### config.mk
export PLATFORM = sky130hd
export DESIGN_NAME = floo_dma_job_arbiter
export DESIGN_NICKNAME = d
export VERILOG_FILES = /design/src/rtl/floo_dma_job_arbiter.sv
export SDC_FILE = /design/constraint.sdc
export NUM_CORES = 1
export LEC_CHECK = 0
export ABC_AREA = 0
export BUFFER_PORTS_ARGS = -buffer_cell sky130_fd_sc_hd__buf_2
export CAP_MARGIN = 10
export CORE_MARGIN = 3
export CORE_UTILIZATION = 45
export DETAILED_ROUTE_END_ITERATION = 8
export SETUP_SLACK_MARGIN = 0.05
export SYNTH_ARGS = -nofsm -noshare
export SYNTH_HDL_FRONTEND = slang
export SYNTH_SLANG_ARGS = --single-unit
### constraint.sdc
create_clock -name clk_i -period 4.4 [get_ports clk_i]
set_input_delay 0.22 -clock clk_i [delete_from_list [all_inputs] [get_ports clk_i]]
set_output_delay 0.22 -clock clk_i [all_outputs]
set_load 0.005 [all_outputs]
### src/rtl/floo_dma_job_arbiter.sv
// rtl/floo_dma_job_arbiter.sv - round-robin sharing of one iDMA backend job port with in-order response routing
module floo_dma_job_arbiter #(
    parameter int unsigned NumReq         = 4,
    parameter int unsigned MaxOutstanding = 16,
    parameter type         idma_req_t     = logic,
    parameter type         idma_rsp_t     = logic,
    parameter int unsigned IdxWidth       = (NumReq > 1) ? $clog2(NumReq) : 1,
    parameter int unsigned CntWidth       = $clog2(MaxOutstanding + 1)
) (
    input  logic                clk_i,
    input  logic                rst_ni,
    input  logic                pause_i,
    input  idma_req_t           req_i       [NumReq],
    input  logic [NumReq-1:0]   req_valid_i,
    output logic [NumReq-1:0]   req_ready_o,
    output idma_rsp_t           rsp_o       [NumReq],
    output logic [NumReq-1:0]   rsp_valid_o,
    input  logic [NumReq-1:0]   rsp_ready_i,
    output idma_req_t           req_o,
    output logic                req_valid_o,
    input  logic                req_ready_i,
    input  idma_rsp_t           rsp_i,
    input  logic                rsp_valid_i,
    output logic                rsp_ready_o,
    output logic [CntWidth-1:0] outstanding_o,
    output logic                busy_o,
    output logic                err_o
);

    localparam int unsigned           PtrWidth = (MaxOutstanding > 1) ? $clog2(MaxOutstanding) : 1;
    localparam int unsigned           SumWidth = IdxWidth + 1;
    localparam logic [IdxWidth-1:0]   LastIdx  = IdxWidth'(NumReq - 1);
    localparam logic [PtrWidth-1:0]   LastPtr  = PtrWidth'(MaxOutstanding - 1);
    localparam logic [CntWidth-1:0]   FullCnt  = CntWidth'(MaxOutstanding);
    localparam logic [SumWidth-1:0]   NumReqW  = SumWidth'(NumReq);

    typedef enum logic {
        ST_IDLE,
        ST_LOCKED
    } state_e;

    state_e              r_state;
    state_e              w_state_next;
    logic [IdxWidth-1:0] r_rr_ptr;
    logic [IdxWidth-1:0] r_lock_idx;
    logic [IdxWidth-1:0] r_tag_mem [MaxOutstanding];
    logic [PtrWidth-1:0] r_wr_ptr;
    logic [PtrWidth-1:0] r_rd_ptr;
    logic [CntWidth-1:0] r_count;
    logic                r_err;

    logic [2*NumReq-1:0] w_dbl_valid;
    logic [NumReq-1:0]   w_rot_valid;
    logic [IdxWidth-1:0] w_offset;
    logic [SumWidth-1:0] w_sum;
    logic [IdxWidth-1:0] w_rr_winner;
    logic                w_any_valid;
    logic                w_grant_valid;
    logic [IdxWidth-1:0] w_grant_idx;
    logic                w_lock_drop;
    logic                w_full;
    logic                w_empty;
    logic [IdxWidth-1:0] w_head;
    logic                w_push;
    logic                w_pop;
    logic                w_spurious;

    // Rotate the valid vector so bit k is requester (rr_ptr + k) mod NumReq.
    assign w_dbl_valid = {req_valid_i, req_valid_i};
    assign w_rot_valid = w_dbl_valid[r_rr_ptr +: NumReq];

    // First valid requester at or after the round-robin pointer, cyclically.
    always_comb begin
        w_offset    = '0;
        w_any_valid = 1'b0;
        for (int k = NumReq - 1; k >= 0; k--) begin
            if (w_rot_valid[k]) begin
                w_offset    = IdxWidth'(k);
                w_any_valid = 1'b1;
            end
        end
        w_sum = {1'b0, r_rr_ptr} + {1'b0, w_offset};
        if (w_sum >= NumReqW) begin
            w_sum = w_sum - NumReqW;
        end
        w_rr_winner = w_sum[IdxWidth-1:0];
    end

    assign w_full  = (r_count == FullCnt);
    assign w_empty = (r_count == '0);

    // Arbiter next state and grant selection; a locked grant ignores pause and other lanes.
    always_comb begin
        w_state_next  = r_state;
        w_grant_valid = 1'b0;
        w_grant_idx   = r_lock_idx;
        w_lock_drop   = 1'b0;
        case (r_state)
            ST_IDLE: begin
                if (!pause_i && !w_full && w_any_valid) begin
                    w_grant_valid = 1'b1;
                    w_grant_idx   = w_rr_winner;
                    if (!req_ready_i) begin
                        w_state_next = ST_LOCKED;
                    end
                end
            end
            ST_LOCKED: begin
                if (req_valid_i[r_lock_idx]) begin
                    w_grant_valid = 1'b1;
                    if (req_ready_i) begin
                        w_state_next = ST_IDLE;
                    end
                end else begin
                    w_lock_drop  = 1'b1;
                    w_state_next = ST_IDLE;
                end
            end
            default: w_state_next = ST_IDLE;
        endcase
    end

    assign req_valid_o = rst_ni & w_grant_valid;
    assign req_o       = req_i[w_grant_idx];
    assign w_push      = req_valid_o & req_ready_i;

    // Only the granted lane sees the backend ready.
    always_comb begin
        req_ready_o = '0;
        if (rst_ni && w_grant_valid) begin
            req_ready_o[w_grant_idx] = req_ready_i;
        end
    end

    assign w_head      = r_tag_mem[r_rd_ptr];
    assign rsp_ready_o = rst_ni & ~w_empty & rsp_ready_i[w_head];
    assign w_pop       = rsp_valid_i & rsp_ready_o;
    assign w_spurious  = rsp_valid_i & w_empty;

    // Responses are steered to the requester whose tag sits at the FIFO head.
    always_comb begin
        rsp_valid_o = '0;
        if (rst_ni && !w_empty) begin
            rsp_valid_o[w_head] = rsp_valid_i;
        end
    end

    for (genvar g = 0; g < NumReq; g++) begin : gen_rsp_fanout
        assign rsp_o[g] = rsp_i;
    end

    // Arbiter state, round-robin pointer and locked index.
    always_ff @(posedge clk_i) begin
        if (!rst_ni) begin
            r_state    <= ST_IDLE;
            r_rr_ptr   <= '0;
            r_lock_idx <= '0;
        end else begin
            r_state <= w_state_next;
            if (r_state == ST_IDLE && w_state_next == ST_LOCKED) begin
                r_lock_idx <= w_grant_idx;
            end
            if (w_push) begin
                r_rr_ptr <= (w_grant_idx == LastIdx) ? '0 : w_grant_idx + IdxWidth'(1);
            end
        end
    end

    // Tag storage; contents are only meaningful between the pointers.
    always_ff @(posedge clk_i) begin
        if (w_push) begin
            r_tag_mem[r_wr_ptr] <= w_grant_idx;
        end
    end

    // Tag FIFO pointers; reset drops every in-flight tag.
    always_ff @(posedge clk_i) begin
        if (!rst_ni) begin
            r_wr_ptr <= '0;
            r_rd_ptr <= '0;
        end else begin
            if (w_push) begin
                r_wr_ptr <= (r_wr_ptr == LastPtr) ? '0 : r_wr_ptr + PtrWidth'(1);
            end
            if (w_pop) begin
                r_rd_ptr <= (r_rd_ptr == LastPtr) ? '0 : r_rd_ptr + PtrWidth'(1);
            end
        end
    end

    // Outstanding count; push is blocked when full and pop needs a tag, so it never wraps.
    always_ff @(posedge clk_i) begin
        if (!rst_ni) begin
            r_count <= '0;
        end else begin
            case ({w_push, w_pop})
                2'b10:   r_count <= r_count + CntWidth'(1);
                2'b01:   r_count <= r_count - CntWidth'(1);
                default: r_count <= r_count;
            endcase
        end
    end

    // Sticky error: spurious response or a locked requester withdrawing its job.
    always_ff @(posedge clk_i) begin
        if (!rst_ni) begin
            r_err <= 1'b0;
        end else if (w_lock_drop || w_spurious) begin
            r_err <= 1'b1;
        end
    end

    assign outstanding_o = r_count;
    assign busy_o        = (r_count != '0) | req_valid_o;
    assign err_o         = r_err;

endmodule

==> impl_metrics.xml, run 1 <==
<?xml version="1.0" encoding="UTF-8"?>
<metrics>
  <group name="status">
    <metric name="outcome" unit="">completed</metric>
  </group>
  <group name="drt">
    <metric name="drt_iter0_markers" unit="">65</metric>
    <metric name="vias_per_cell" unit="">5.29</metric>
    <metric name="vias" unit="">1931</metric>
    <metric name="finalWirelength" unit="mm">5.57</metric>
    <metric name="post_drt_wl_per_cell" unit="um">15.3</metric>
    <metric name="ant_nets" unit="">0</metric>
    <metric name="post-route-drc-count" unit="">0</metric>
    <metric name="drt_first_pass_iters" unit="">4</metric>
  </group>
  <group name="timing">
    <metric name="timing.slew.headroom" unit="">0.618</metric>
    <metric name="fin_setup_tns" unit="ns">0</metric>
    <metric name="number_of_slew_limit_violations_in_the_final_report" unit="">0</metric>
    <metric name="timing.clock.skew" unit="ns">0.0112</metric>
    <metric name="finalHoldViolations" unit="">0</metric>
    <metric name="setup_ws" unit="ns">0.561</metric>
    <metric name="worstMarginPinSlew" unit="ns">0.572</metric>
    <metric name="rsz_0062_raised_after_global_routing" unit="">no</metric>
    <metric name="period_share" unit="">0.873</metric>
    <metric name="maximum_achievable_frequency" unit="MHz">260</metric>
    <metric name="setup-violations-final" unit="">0</metric>
    <metric name="fin_crit_period" unit="ns">3.84</metric>
  </group>
  <group name="power_and_ir_drop">
    <metric name="clock_power_share" unit="">0.277</metric>
    <metric name="sw_ratio" unit="">0.238</metric>
    <metric name="power_density" unit="nW/um^2">295</metric>
    <metric name="vdd.ir_drop.worst" unit="mV">0.147</metric>
    <metric name="total_leakage_power" unit="nW">1.25</metric>
    <metric name="internal_power" unit="mW">0.723</metric>
    <metric name="netSwitchingPower" unit="mW">0.225</metric>
    <metric name="combinationalPowerShare" unit="">0.122</metric>
    <metric name="seqPwrFrac" unit="">0.601</metric>
  </group>
  <group name="critical_path">
    <metric name="critPathRequiredTime" unit="ns">4.63</metric>
    <metric name="timing.critical_path.arrival" unit="ns">4.07</metric>
    <metric name="critical_path.top_delay_family" unit="">multiplexers</metric>
    <metric name="cp_slowest_cell" unit="">sky130_fd_sc_hd__dfxtp_1</metric>
    <metric name="path_cells" unit="">mux2i_1 -&gt; mux4_2 -&gt; mux2i_1 -&gt; mux2_4 -&gt; o22ai_4 -&gt; ha_1 -&gt; xor2_1 -&gt; ha_1 -&gt; o21ai_0 -&gt; a21oi_1 -&gt; a21oi_1 -&gt; xor2_1 -&gt; or3_1 -&gt; a21boi_0</metric>
    <metric name="ff2ff_path_depth" unit="">14</metric>
    <metric name="worstPathBufferInverterCount" unit="">0</metric>
    <metric name="critical_path_peak_fanout" unit="">12</metric>
    <metric name="timing.critical_path.slowest_cell_delay" unit="ns">0.69</metric>
    <metric name="critical_path_class" unit="">reg2reg</metric>
    <metric name="crit_path_end_kind" unit="">flip-flop</metric>
    <metric name="worstSetupPathDepth" unit="">14</metric>
    <metric name="start_kind" unit="">flip-flop</metric>
  </group>
  <group name="min_path">
    <metric name="worstHoldPathCells" unit="">2</metric>
    <metric name="hp-class" unit="">in2reg</metric>
  </group>
  <group name="yosys">
    <metric name="ys_async_sr_fraction" unit="">0</metric>
    <metric name="ys_seq_area_frac" unit="">0.481</metric>
    <metric name="synth-edff-count" unit="">32</metric>
    <metric name="syn-num-nets" unit="">294</metric>
    <metric name="synth.top_cells.by_area" unit="">sky130_fd_sc_hd__edfxtp_1 (33%), sky130_fd_sc_hd__dfxtp_1 (16%), sky130_fd_sc_hd__mux2i_1 (6.8%), sky130_fd_sc_hd__ha_1 (5.9%), sky130_fd_sc_hd__nand2_1 (3.9%)</metric>
    <metric name="post-synth-top-area-cell" unit="">sky130_fd_sc_hd__edfxtp_1</metric>
    <metric name="synth.cell_area" unit="sq um">2950</metric>
    <metric name="syn_area_cell" unit="sq um">11.3</metric>
    <metric name="synth.yosys.warnings" unit="">0</metric>
    <metric name="synth.lib_cells_used.distinct" unit="">46</metric>
    <metric name="synth_seq_cells" unit="">55</metric>
    <metric name="post_synthesis_cell_count" unit="">262</metric>
    <metric name="synthFlopType" unit="">sky130_fd_sc_hd__edfxtp_1</metric>
    <metric name="yosys.area.top_type_share" unit="">0.325</metric>
  </group>
  <group name="die">
    <metric name="fp-row-count" unit="">28</metric>
    <metric name="core_area" unit="sq um">6130</metric>
    <metric name="initial_utilization" unit="">0.482</metric>
    <metric name="die-area" unit="sq um">7570</metric>
    <metric name="ios" unit="">40</metric>
    <metric name="dieHeight" unit="um">87.0</metric>
    <metric name="die_width" unit="um">87.0</metric>
  </group>
  <group name="grt">
    <metric name="grt_util_all_layers" unit="">0.158</metric>
    <metric name="global_route.overflow_total" unit="">0</metric>
    <metric name="number_of_antenna_violations_at_the_first_check_in_global_routing" unit="">0</metric>
    <metric name="grt_start_max_net_pins" unit="">23</metric>
    <metric name="grt_first_pass_wirelength" unit="mm">9.32</metric>
    <metric name="via_count_of_the_first_global_routing_pass" unit="">1900</metric>
  </group>
  <group name="cts">
    <metric name="tritoncts.num_buffers" unit="">5</metric>
    <metric name="postCtsSetupBuffers" unit="">0</metric>
    <metric name="clkLatencyLatePin" unit="ns">0.30</metric>
    <metric name="quantity_of_hold_fixing_buffers_added_after_cts" unit="">0</metric>
    <metric name="ctsLongestPathBuffers" unit="">2</metric>
    <metric name="cts-resized-gates" unit="">0</metric>
    <metric name="clkSlewWorstSetupHoldPaths" unit="ns">0.10</metric>
    <metric name="cts_root_buffer" unit="">sky130_fd_sc_hd__clkbuf_8</metric>
    <metric name="cts_tree" unit="">done</metric>
    <metric name="h-tree-depth" unit="">2</metric>
    <metric name="numClockSinks" unit="">55</metric>
  </group>
  <group name="job">
    <metric name="max_cap_viol_count" unit="">0</metric>
  </group>
  <group name="finish">
    <metric name="drive_above_1_share" unit="">0.183</metric>
    <metric name="synthToLayoutAreaGrowth" unit="%">8.90</metric>
    <metric name="design.final.nets" unit="">321</metric>
    <metric name="num-fill-cells" unit="">544</metric>
    <metric name="area.sequential" unit="sq um">1420</metric>
    <metric name="insertedDiodeCount" unit="">0</metric>
    <metric name="multi_input_area" unit="sq um">1400</metric>
  </group>
  <group name="placement">
    <metric name="place.gp.congestion" unit="">0.777</metric>
    <metric name="numPortBuffers" unit="">34</metric>
    <metric name="placement.setup.worst_slack" unit="ns">0.587</metric>
    <metric name="estimated_wirelength_of_the_detail_placed_design" unit="mm">4.11</metric>
  </group>
</metrics>
-- routing by layer --
metal	track usage	up-vias	share of wire
met2	0.246	44	0.46
met4	0.0467	0	0.010
met1	0.225	892	0.48
met3	0.0293	4	0.048
li1	-	991	-
met5	0	-	0
-- flip-flops by register name, summed over array words and instances, names as in the netlist, named ones only --
name	cells
r_tag_mem	32
outstanding_o	5
r_rd_ptr	4
r_wr_ptr	4
r_lock_idx	2
r_rr_ptr	2
err_o	1
r_state	1
-- area by class of cell --
class | instances | share of cell area
Inverter | 11 | 0.0128
Timing Repair Buffer | 35 | 0.0553
Tap cell | 75 | 0.0292
Clock buffer | 8 | 0.0249
Sequential cell | 55 | 0.442
Multi-Input combinational cell | 181 | 0.436
-- power by group through the flow --
stage	sequential (mW)	combinational [mW]	clock, mW
floorplan	0.578	0.0828	0
global placement	0.582	0.114	0
detailed placement	0.582	0.116	0
CTS	0.570	0.117	0.271
global route	0.572	0.130	0.290
finish	0.570	0.116	0.263
-- synth_stat cells (2+ instances only) --
master and count:
sky130_fd_sc_hd__buf_6 2, sky130_fd_sc_hd__or3_1 3, sky130_fd_sc_hd__dfxtp_1 23, sky130_fd_sc_hd__a21boi_0 2
sky130_fd_sc_hd__buf_2 2, sky130_fd_sc_hd__a21oi_1 10, sky130_fd_sc_hd__nand2_1 31, sky130_fd_sc_hd__buf_1 2
sky130_fd_sc_hd__mux2i_2 2, sky130_fd_sc_hd__mux4_1 4, sky130_fd_sc_hd__xnor2_1 2, sky130_fd_sc_hd__nand2b_1 8
sky130_fd_sc_hd__clkbuf_1 5, sky130_fd_sc_hd__a31oi_1 3, sky130_fd_sc_hd__and3_1 7, sky130_fd_sc_hd__inv_1 10
sky130_fd_sc_hd__o21ai_1 2, sky130_fd_sc_hd__a21boi_1 2, sky130_fd_sc_hd__xor2_1 5, sky130_fd_sc_hd__and2_1 5
sky130_fd_sc_hd__nor2b_1 8, sky130_fd_sc_hd__edfxtp_1 32, sky130_fd_sc_hd__o21ai_0 10, sky130_fd_sc_hd__o221ai_1 2
sky130_fd_sc_hd__mux4_2 4, sky130_fd_sc_hd__o22ai_1 3, sky130_fd_sc_hd__buf_4 4, sky130_fd_sc_hd__nor3_1 4
sky130_fd_sc_hd__nor2_1 16, sky130_fd_sc_hd__mux2i_1 20, sky130_fd_sc_hd__ha_1 14
-- kinds of logic after synthesis --
family          synth area share
simple gates               0.149
flops                      0.481
compound gates            0.0932
mux                        0.152
buf+inv                   0.0441
fa+ha+maj                 0.0593
xor+xnor                  0.0208
-- layout by cell type, fill, tap and decap left out, types with 2 or more instances in the layout --
| cell | count |
|---|---|
| sky130_fd_sc_hd__o21ai_1 | 2 |
| sky130_fd_sc_hd__a21oi_1 | 10 |
| sky130_fd_sc_hd__o221ai_1 | 2 |
| sky130_fd_sc_hd__clkbuf_1 | 3 |
| sky130_fd_sc_hd__and3_1 | 7 |
| sky130_fd_sc_hd__nand2b_1 | 8 |
| sky130_fd_sc_hd__mux2i_1 | 20 |
| sky130_fd_sc_hd__nand2_1 | 31 |
| sky130_fd_sc_hd__nor2_1 | 16 |
| sky130_fd_sc_hd__dfxtp_1 | 23 |
| sky130_fd_sc_hd__a31oi_1 | 3 |
| sky130_fd_sc_hd__and2_1 | 5 |
| sky130_fd_sc_hd__or3_1 | 3 |
| sky130_fd_sc_hd__xnor2_1 | 2 |
| sky130_fd_sc_hd__ha_1 | 14 |
| sky130_fd_sc_hd__inv_1 | 10 |
| sky130_fd_sc_hd__mux2i_2 | 2 |
| sky130_fd_sc_hd__a21boi_1 | 2 |
| sky130_fd_sc_hd__edfxtp_1 | 32 |
| sky130_fd_sc_hd__mux4_1 | 4 |
| sky130_fd_sc_hd__clkbuf_8 | 5 |
| sky130_fd_sc_hd__o21ai_0 | 10 |
| sky130_fd_sc_hd__buf_2 | 34 |
| sky130_fd_sc_hd__mux4_2 | 4 |
| sky130_fd_sc_hd__a21boi_0 | 2 |
| sky130_fd_sc_hd__o22ai_1 | 3 |
| sky130_fd_sc_hd__xor2_1 | 5 |
| sky130_fd_sc_hd__nor2b_1 | 8 |
| sky130_fd_sc_hd__nor3_1 | 4 |
-- metrics by stage --
step	util	cells	hold slack, ns	power [mW]	instance area (sq um)
global route	0.524	365	0.172	0.993	3220
finish	0.524	365	0.164	0.948	3220
floorplan	-	262	0.292	0.661	2950
CTS	0.524	365	0.153	0.959	3220
global placement	0.511	357	0.440	0.696	3140
detailed placement	0.511	357	0.440	0.698	3140
-- path summary, 6_finish.rpt --
path               start                to  slack, ns
max reg2reg    flip-flop  outstanding_o[4]       0.56
max            flip-flop  outstanding_o[4]       0.56
min reg2reg  r_rr_ptr[1]       r_rr_ptr[1]       0.52
min          req_ready_i           r_state       0.16
No activity file was read; power rests on OpenSTA's default activity.
==> run 2: changes to the inputs <==
clock period = 4.33 ns   (was 4.4 ns; I/O delays follow)
==> run 2 against run 1 <==
Net effect:
- sequential cell count did not move
- critical path depth did not move
- maximum frequency fell by 1.1%
- design area rose by 0.97%
- clock power rose by 30%
- via count fell by 0.26%
- non-clock buffer count did not move
- clock skew rose by 0.0051 ns
- total power rose by 9.4%
- critical path type unchanged
- largest cell class unchanged
- largest power group unchanged
- highest routed layer unchanged
==> impl_metrics.xml, run 2 (synthesized netlist as in run 1, its figures left out) <==
<?xml version="1.0" encoding="UTF-8"?>
<metrics>
  <group name="cts">
    <metric name="cts-resized-gates" unit="">0</metric>
    <metric name="cts_tree" unit="">done</metric>
    <metric name="postCtsSetupBuffers" unit="">0</metric>
    <metric name="clkSlewWorstSetupHoldPaths" unit="ns">0.10</metric>
    <metric name="cts_root_buffer" unit="">sky130_fd_sc_hd__clkbuf_8</metric>
    <metric name="numClockSinks" unit="">55</metric>
    <metric name="tritoncts.num_buffers" unit="">5</metric>
    <metric name="quantity_of_hold_fixing_buffers_added_after_cts" unit="">0</metric>
    <metric name="h-tree-depth" unit="">2</metric>
    <metric name="clkLatencyLatePin" unit="ns">0.31</metric>
    <metric name="ctsLongestPathBuffers" unit="">2</metric>
  </group>
  <group name="grt">
    <metric name="via_count_of_the_first_global_routing_pass" unit="">1909</metric>
    <metric name="grt_start_max_net_pins" unit="">23</metric>
    <metric name="grt_util_all_layers" unit="">0.163</metric>
    <metric name="global_route.overflow_total" unit="">0</metric>
    <metric name="grt_first_pass_wirelength" unit="mm">9.60</metric>
    <metric name="number_of_antenna_violations_at_the_first_check_in_global_routing" unit="">0</metric>
  </group>
  <group name="critical_path">
    <metric name="crit_path_end_kind" unit="">flip-flop</metric>
    <metric name="critPathRequiredTime" unit="ns">4.57</metric>
    <metric name="critical_path_peak_fanout" unit="">12</metric>
    <metric name="crit-reg2reg-capture" unit="">outstanding_o[4]</metric>
    <metric name="start_kind" unit="">flip-flop</metric>
    <metric name="ff2ff_path_depth" unit="">14</metric>
    <metric name="timing.critical_path.arrival" unit="ns">4.12</metric>
    <metric name="reg2reg_slack" unit="ns">0.45</metric>
    <metric name="critical_path_class" unit="">reg2reg</metric>
  </group>
  <group name="drt">
    <metric name="post-route-drc-count" unit="">0</metric>
    <metric name="drt_first_pass_iters" unit="">4</metric>
    <metric name="vias" unit="">1926</metric>
    <metric name="vias_per_cell" unit="">5.28</metric>
    <metric name="ant_nets" unit="">0</metric>
    <metric name="post_drt_wl_per_cell" unit="um">15.2</metric>
    <metric name="finalWirelength" unit="mm">5.55</metric>
    <metric name="drt_iter0_markers" unit="">101</metric>
  </group>
  <group name="finish">
    <metric name="insertedDiodeCount" unit="">0</metric>
    <metric name="largest_register" unit="">r_tag_mem</metric>
    <metric name="final_core_utilization" unit="">0.530</metric>
    <metric name="largest_register_ffs" unit="">32</metric>
    <metric name="drive_above_1_share" unit="">0.190</metric>
    <metric name="most_frequent_cells_in_the_layout" unit="">sky130_fd_sc_hd__buf_2 (34), sky130_fd_sc_hd__edfxtp_1 (32), sky130_fd_sc_hd__nand2_1 (31)</metric>
    <metric name="most_common_cell_after_layout_fill_and_taps_aside" unit="">sky130_fd_sc_hd__buf_2</metric>
    <metric name="synthToLayoutAreaGrowth" unit="%">9.96</metric>
    <metric name="design_area" unit="sq um">3250</metric>
    <metric name="design.final.nets" unit="">321</metric>
  </group>
  <group name="power_and_ir_drop">
    <metric name="power_density" unit="nW/um^2">320</metric>
    <metric name="total_leakage_power" unit="nW">1.26</metric>
    <metric name="vdd.ir_drop.worst" unit="mV">0.164</metric>
  </group>
  <group name="job">
    <metric name="max_cap_viol_count" unit="">0</metric>
  </group>
  <group name="timing">
    <metric name="timing.slew.headroom" unit="">0.622</metric>
    <metric name="period_share" unit="">0.896</metric>
    <metric name="maximum_achievable_frequency" unit="MHz">258</metric>
    <metric name="finalHoldViolations" unit="">0</metric>
    <metric name="fin_setup_tns" unit="ns">0</metric>
    <metric name="fin_crit_period" unit="ns">3.88</metric>
    <metric name="number_of_slew_limit_violations_in_the_final_report" unit="">0</metric>
    <metric name="timing.clock.skew" unit="ns">0.0163</metric>
    <metric name="hold_ws" unit="ns">0.148</metric>
    <metric name="rsz_0062_raised_after_global_routing" unit="">no</metric>
    <metric name="worstMarginPinSlew" unit="ns">0.551</metric>
    <metric name="setup-violations-final" unit="">0</metric>
  </group>
  <group name="die">
    <metric name="die_width" unit="um">87.0</metric>
    <metric name="core_area" unit="sq um">6130</metric>
    <metric name="ios" unit="">40</metric>
    <metric name="initial_utilization" unit="">0.482</metric>
    <metric name="fp-row-count" unit="">28</metric>
    <metric name="dieHeight" unit="um">87.0</metric>
    <metric name="die-area" unit="sq um">7570</metric>
  </group>
  <group name="min_path">
    <metric name="timing.hold.worst.start" unit="">req_ready_i</metric>
    <metric name="worstHoldPathCells" unit="">2</metric>
    <metric name="hold-path-endpoint" unit="">r_state</metric>
    <metric name="hp-class" unit="">in2reg</metric>
  </group>
  <group name="placement">
    <metric name="placement.cell_area" unit="sq um">3140</metric>
    <metric name="estimated_wirelength_of_the_detail_placed_design" unit="mm">4.12</metric>
    <metric name="place.gp.congestion" unit="">0.778</metric>
    <metric name="numPortBuffers" unit="">34</metric>
  </group>
  <group name="status">
    <metric name="outcome" unit="">completed</metric>
  </group>
</metrics>
[run 2: worst max-delay path by stage]
stage | to | cells past startpoint
floorplan | outstanding_o[4] | 16
global placement | outstanding_o[4] | 14
detailed placement | outstanding_o[4] | 14
CTS | outstanding_o[4] | 14
global route | outstanding_o[4] | 14
finish | outstanding_o[4] | 14
[run 2: layout make-up]
cell class	count	area, sq um
Clock buffer	6	72.6
Clock inverter	2	38.8
Fill cell	535	2880
Inverter	11	41.3
Multi-Input combinational cell	181	1400
Sequential cell	55	1420
Tap cell	75	93.8
Timing Repair Buffer	35	178
[run 2: metrics by stage]
stage | power, mW | cells | setup slack [ns]
floorplan | 0.671 | 262 | 0.767
global placement | 0.707 | 357 | 0.559
detailed placement | 0.709 | 357 | 0.501
CTS | 1.05 | 365 | 0.444
global route | 1.09 | 365 | 0.104
finish | 1.04 | 365 | 0.448
[run 2: per-layer routing]
layer,track usage,share of wire,up-vias
met3,0.0378,0.040,5
met5,0,0,-
met2,0.248,0.46,35
li1,-,-,992
met4,0.0425,0.0096,0
met1,0.233,0.49,894
[run 2: critical path, stage by stage, from the launching register on]
cell and delay, ns:
sky130_fd_sc_hd__dfxtp_1 0.70, sky130_fd_sc_hd__mux2i_1 0.18, sky130_fd_sc_hd__mux4_2 0.53, sky130_fd_sc_hd__mux2i_1 0.14
sky130_fd_sc_hd__mux2_4 0.29, sky130_fd_sc_hd__o22ai_4 0.23, sky130_fd_sc_hd__ha_1 0.43, sky130_fd_sc_hd__xor2_1 0.19
sky130_fd_sc_hd__ha_1 0.20, sky130_fd_sc_hd__o21ai_0 0.08, sky130_fd_sc_hd__a21oi_1 0.16, sky130_fd_sc_hd__a21oi_1 0.09
sky130_fd_sc_hd__xor2_1 0.15, sky130_fd_sc_hd__or3_1 0.31, sky130_fd_sc_hd__a21boi_0 0.16
[run 2: where the power goes]
part | internal (mW) | switching [mW]
registers | 0.569 | 0.00971
logic | 0.0500 | 0.0674
clock network | 0.175 | 0.166
==> run 3: changes to the inputs <==
ABC_AREA = default   (was 0)
PLACE_DENSITY = 0.67   (was default)
clock period = 3.3 ns   (was 4.33 ns; I/O delays follow)
==> run 3 against run 2 <==
Net effect:
- largest cell class unchanged
- critical path depth did not move
- setup slack lost 0.32 ns
- sequential share of layout area is 1.4 points lower
- sequential power increased by 31%
- hold slack got worse by 0.071 ns
- wire length up 4.5%
- register-to-register slack got worse by 0.32 ns
- via count is 3.4% higher
- first-iteration DRC count rose by 11%
- critical path type unchanged
==> impl_metrics.xml, run 3 (synthesized netlist as in run 1, its figures left out) <==
<?xml version="1.0" encoding="UTF-8"?>
<metrics>
  <group name="drt">
    <metric name="finalWirelength" unit="mm">5.79</metric>
    <metric name="drt_first_pass_iters" unit="">4</metric>
    <metric name="vias" unit="">1991</metric>
    <metric name="post-route-drc-count" unit="">0</metric>
    <metric name="drt_iter0_markers" unit="">112</metric>
    <metric name="ant_nets" unit="">0</metric>
    <metric name="post_drt_wl_per_cell" unit="um">15.3</metric>
    <metric name="vias_per_cell" unit="">5.25</metric>
  </group>
  <group name="timing">
    <metric name="timing.slew.headroom" unit="">0.635</metric>
    <metric name="rsz_0062_raised_after_global_routing" unit="">yes</metric>
    <metric name="timing.clock.skew" unit="ns">0.0216</metric>
    <metric name="setup_ws" unit="ns">0.130</metric>
    <metric name="period_share" unit="">0.961</metric>
    <metric name="number_of_slew_limit_violations_in_the_final_report" unit="">0</metric>
    <metric name="fin_crit_period" unit="ns">3.17</metric>
    <metric name="hold_ws" unit="ns">0.0779</metric>
    <metric name="worstMarginPinSlew" unit="ns">0.542</metric>
    <metric name="setup-violations-final" unit="">0</metric>
    <metric name="finalHoldViolations" unit="">0</metric>
    <metric name="maximum_achievable_frequency" unit="MHz">315</metric>
  </group>
  <group name="power_and_ir_drop">
    <metric name="power_density" unit="nW/um^2">388</metric>
    <metric name="total_leakage_power" unit="nW">1.31</metric>
    <metric name="vdd.ir_drop.worst" unit="mV">0.209</metric>
  </group>
  <group name="placement">
    <metric name="placement.cell_area" unit="sq um">3210</metric>
    <metric name="estimated_wirelength_of_the_detail_placed_design" unit="mm">4.22</metric>
    <metric name="placement.setup.worst_slack" unit="ns">-0.0886</metric>
    <metric name="place.gp.congestion" unit="">0.789</metric>
    <metric name="numPortBuffers" unit="">34</metric>
  </group>
  <group name="finish">
    <metric name="design.final.nets" unit="">335</metric>
    <metric name="insertedDiodeCount" unit="">0</metric>
    <metric name="drive_above_1_share" unit="">0.263</metric>
    <metric name="largest_register" unit="">r_tag_mem</metric>
    <metric name="most_common_cell_after_layout_fill_and_taps_aside" unit="">sky130_fd_sc_hd__buf_2</metric>
    <metric name="design_area" unit="sq um">3360</metric>
    <metric name="largest_register_ffs" unit="">32</metric>
    <metric name="most_frequent_cells_in_the_layout" unit="">sky130_fd_sc_hd__buf_2 (34), sky130_fd_sc_hd__edfxtp_1 (32), sky130_fd_sc_hd__nand2_1 (31)</metric>
    <metric name="synthToLayoutAreaGrowth" unit="%">13.8</metric>
  </group>
  <group name="grt">
    <metric name="grt_util_all_layers" unit="">0.167</metric>
    <metric name="grt_start_max_net_pins" unit="">21</metric>
    <metric name="number_of_antenna_violations_at_the_first_check_in_global_routing" unit="">0</metric>
    <metric name="grt_first_pass_wirelength" unit="mm">9.71</metric>
    <metric name="via_count_of_the_first_global_routing_pass" unit="">1983</metric>
    <metric name="global_route.overflow_total" unit="">0</metric>
  </group>
  <group name="critical_path">
    <metric name="cp_slowest_cell" unit="">sky130_fd_sc_hd__mux4_2</metric>
    <metric name="cp_common_cell" unit="">sky130_fd_sc_hd__a21oi_1</metric>
    <metric name="path_cells" unit="">mux4_2 -&gt; mux2i_2 -&gt; mux2i_2 -&gt; mux2_4 -&gt; o22ai_4 -&gt; ha_4 -&gt; xor2_2 -&gt; ha_2 -&gt; a21oi_1 -&gt; a21oi_1 -&gt; a21oi_1 -&gt; xor2_1 -&gt; or3_1 -&gt; a21boi_1</metric>
    <metric name="worstPathBufferInverterCount" unit="">0</metric>
    <metric name="timing.critical_path.arrival" unit="ns">3.42</metric>
    <metric name="critical_path_peak_fanout" unit="">6</metric>
    <metric name="critical_path.top_delay_family" unit="">multiplexers</metric>
    <metric name="start_kind" unit="">flip-flop</metric>
    <metric name="crit_path_end_kind" unit="">flip-flop</metric>
    <metric name="timing.critical_path.slowest_cell_delay" unit="ns">0.53</metric>
    <metric name="critPathRequiredTime" unit="ns">3.55</metric>
    <metric name="reg2reg_slack" unit="ns">0.13</metric>
    <metric name="critical_path_class" unit="">reg2reg</metric>
  </group>
  <group name="die">
    <metric name="ios" unit="">40</metric>
    <metric name="fp-row-count" unit="">28</metric>
    <metric name="initial_utilization" unit="">0.482</metric>
    <metric name="die-area" unit="sq um">7570</metric>
    <metric name="core_area" unit="sq um">6130</metric>
    <metric name="die_width" unit="um">87.0</metric>
    <metric name="dieHeight" unit="um">87.0</metric>
  </group>
  <group name="cts">
    <metric name="h-tree-depth" unit="">2</metric>
    <metric name="ctsLongestPathBuffers" unit="">2</metric>
    <metric name="cts_root_buffer" unit="">sky130_fd_sc_hd__clkbuf_8</metric>
    <metric name="numClockSinks" unit="">55</metric>
    <metric name="tritoncts.num_buffers" unit="">5</metric>
    <metric name="quantity_of_hold_fixing_buffers_added_after_cts" unit="">0</metric>
    <metric name="cts_tree" unit="">done</metric>
    <metric name="clkLatencyLatePin" unit="ns">0.32</metric>
    <metric name="clkSlewWorstSetupHoldPaths" unit="ns">0.10</metric>
  </group>
  <group name="min_path">
    <metric name="hp-class" unit="">in2reg</metric>
    <metric name="timing.hold.worst.start" unit="">req_ready_i</metric>
  </group>
  <group name="job">
    <metric name="max_cap_viol_count" unit="">0</metric>
  </group>
  <group name="status">
    <metric name="outcome" unit="">completed</metric>
  </group>
</metrics>
## run 3: cell types whose count changed in the layout (fill, tap and decap cells not counted), moves of 2 or more
cell and delta:
sky130_fd_sc_hd__mux4_1 -4, sky130_fd_sc_hd__buf_4 +13, sky130_fd_sc_hd__a21boi_0 -2, sky130_fd_sc_hd__mux4_2 +4, sky130_fd_sc_hd__a21boi_1 +2, sky130_fd_sc_hd__ha_1 -2
## run 3: worst reg2reg max path, cell delays in order, from the launching register on
cell,delay [ns]
sky130_fd_sc_hd__dfxtp_4,0.42
sky130_fd_sc_hd__mux4_2,0.53
sky130_fd_sc_hd__mux2i_2,0.18
sky130_fd_sc_hd__mux2i_2,0.14
sky130_fd_sc_hd__mux2_4,0.34
sky130_fd_sc_hd__o22ai_4,0.13
sky130_fd_sc_hd__ha_4,0.17
sky130_fd_sc_hd__xor2_2,0.14
sky130_fd_sc_hd__ha_2,0.22
sky130_fd_sc_hd__a21oi_1,0.07
sky130_fd_sc_hd__a21oi_1,0.11
sky130_fd_sc_hd__a21oi_1,0.08
sky130_fd_sc_hd__xor2_1,0.15
sky130_fd_sc_hd__or3_1,0.31
sky130_fd_sc_hd__a21boi_1,0.14
## run 3: report_power, final
group	internal, mW	leakage, nW	switching (mW)	total (mW)
combinational	0.0778	0.783	0.0940	0.172
sequential	0.747	0.481	0.0114	0.758
clock	0.149	0.0445	0.224	0.374
total	0.974	1.31	0.330	1.30
## run 3: area by class of cell
class	instances	area [sq um]
fillers	541	2770
flip-flops and latches	55	1430
repair buffers	49	295
clock inverters	3	18.8
well taps	75	93.8
clock buffers	5	68.8
inverters	11	41.3
multi-input cells	181	1420
## run 3: per-stage QoR
step                TNS, ns  utilization  instances  total power [mW]
floorplan           -0.0459            -        262             0.882
global placement          0        0.524        367             0.936
detailed placement  -0.0886        0.524        367             0.942
CTS                       0        0.540        376              1.31
global route         -0.119        0.548        379              1.36
finish                    0        0.548        379              1.30
## run 3: worst paths after layout
path                      endpoint  depth (start not counted)
setup / recovery  outstanding_o[4]                         14
hold / removal             r_state                          2
setup reg to reg  outstanding_o[4]                         14
hold reg to reg              err_o                          2
## run 3: what timing repair did
action,CTS,global route
setup endpoints to repair,1,2
resized for setup,2,5
pin swaps,0,4
buffers inserted,1,3
cloned,0,0
## run 3: metal layers
layer	global-route usage	share of wire	vias to the layer above
li1	-	-	1019
met1	0.226	0.48	931
met2	0.266	0.47	33
met3	0.0284	0.033	8
met4	0.0652	0.016	0
met5	0	0	-
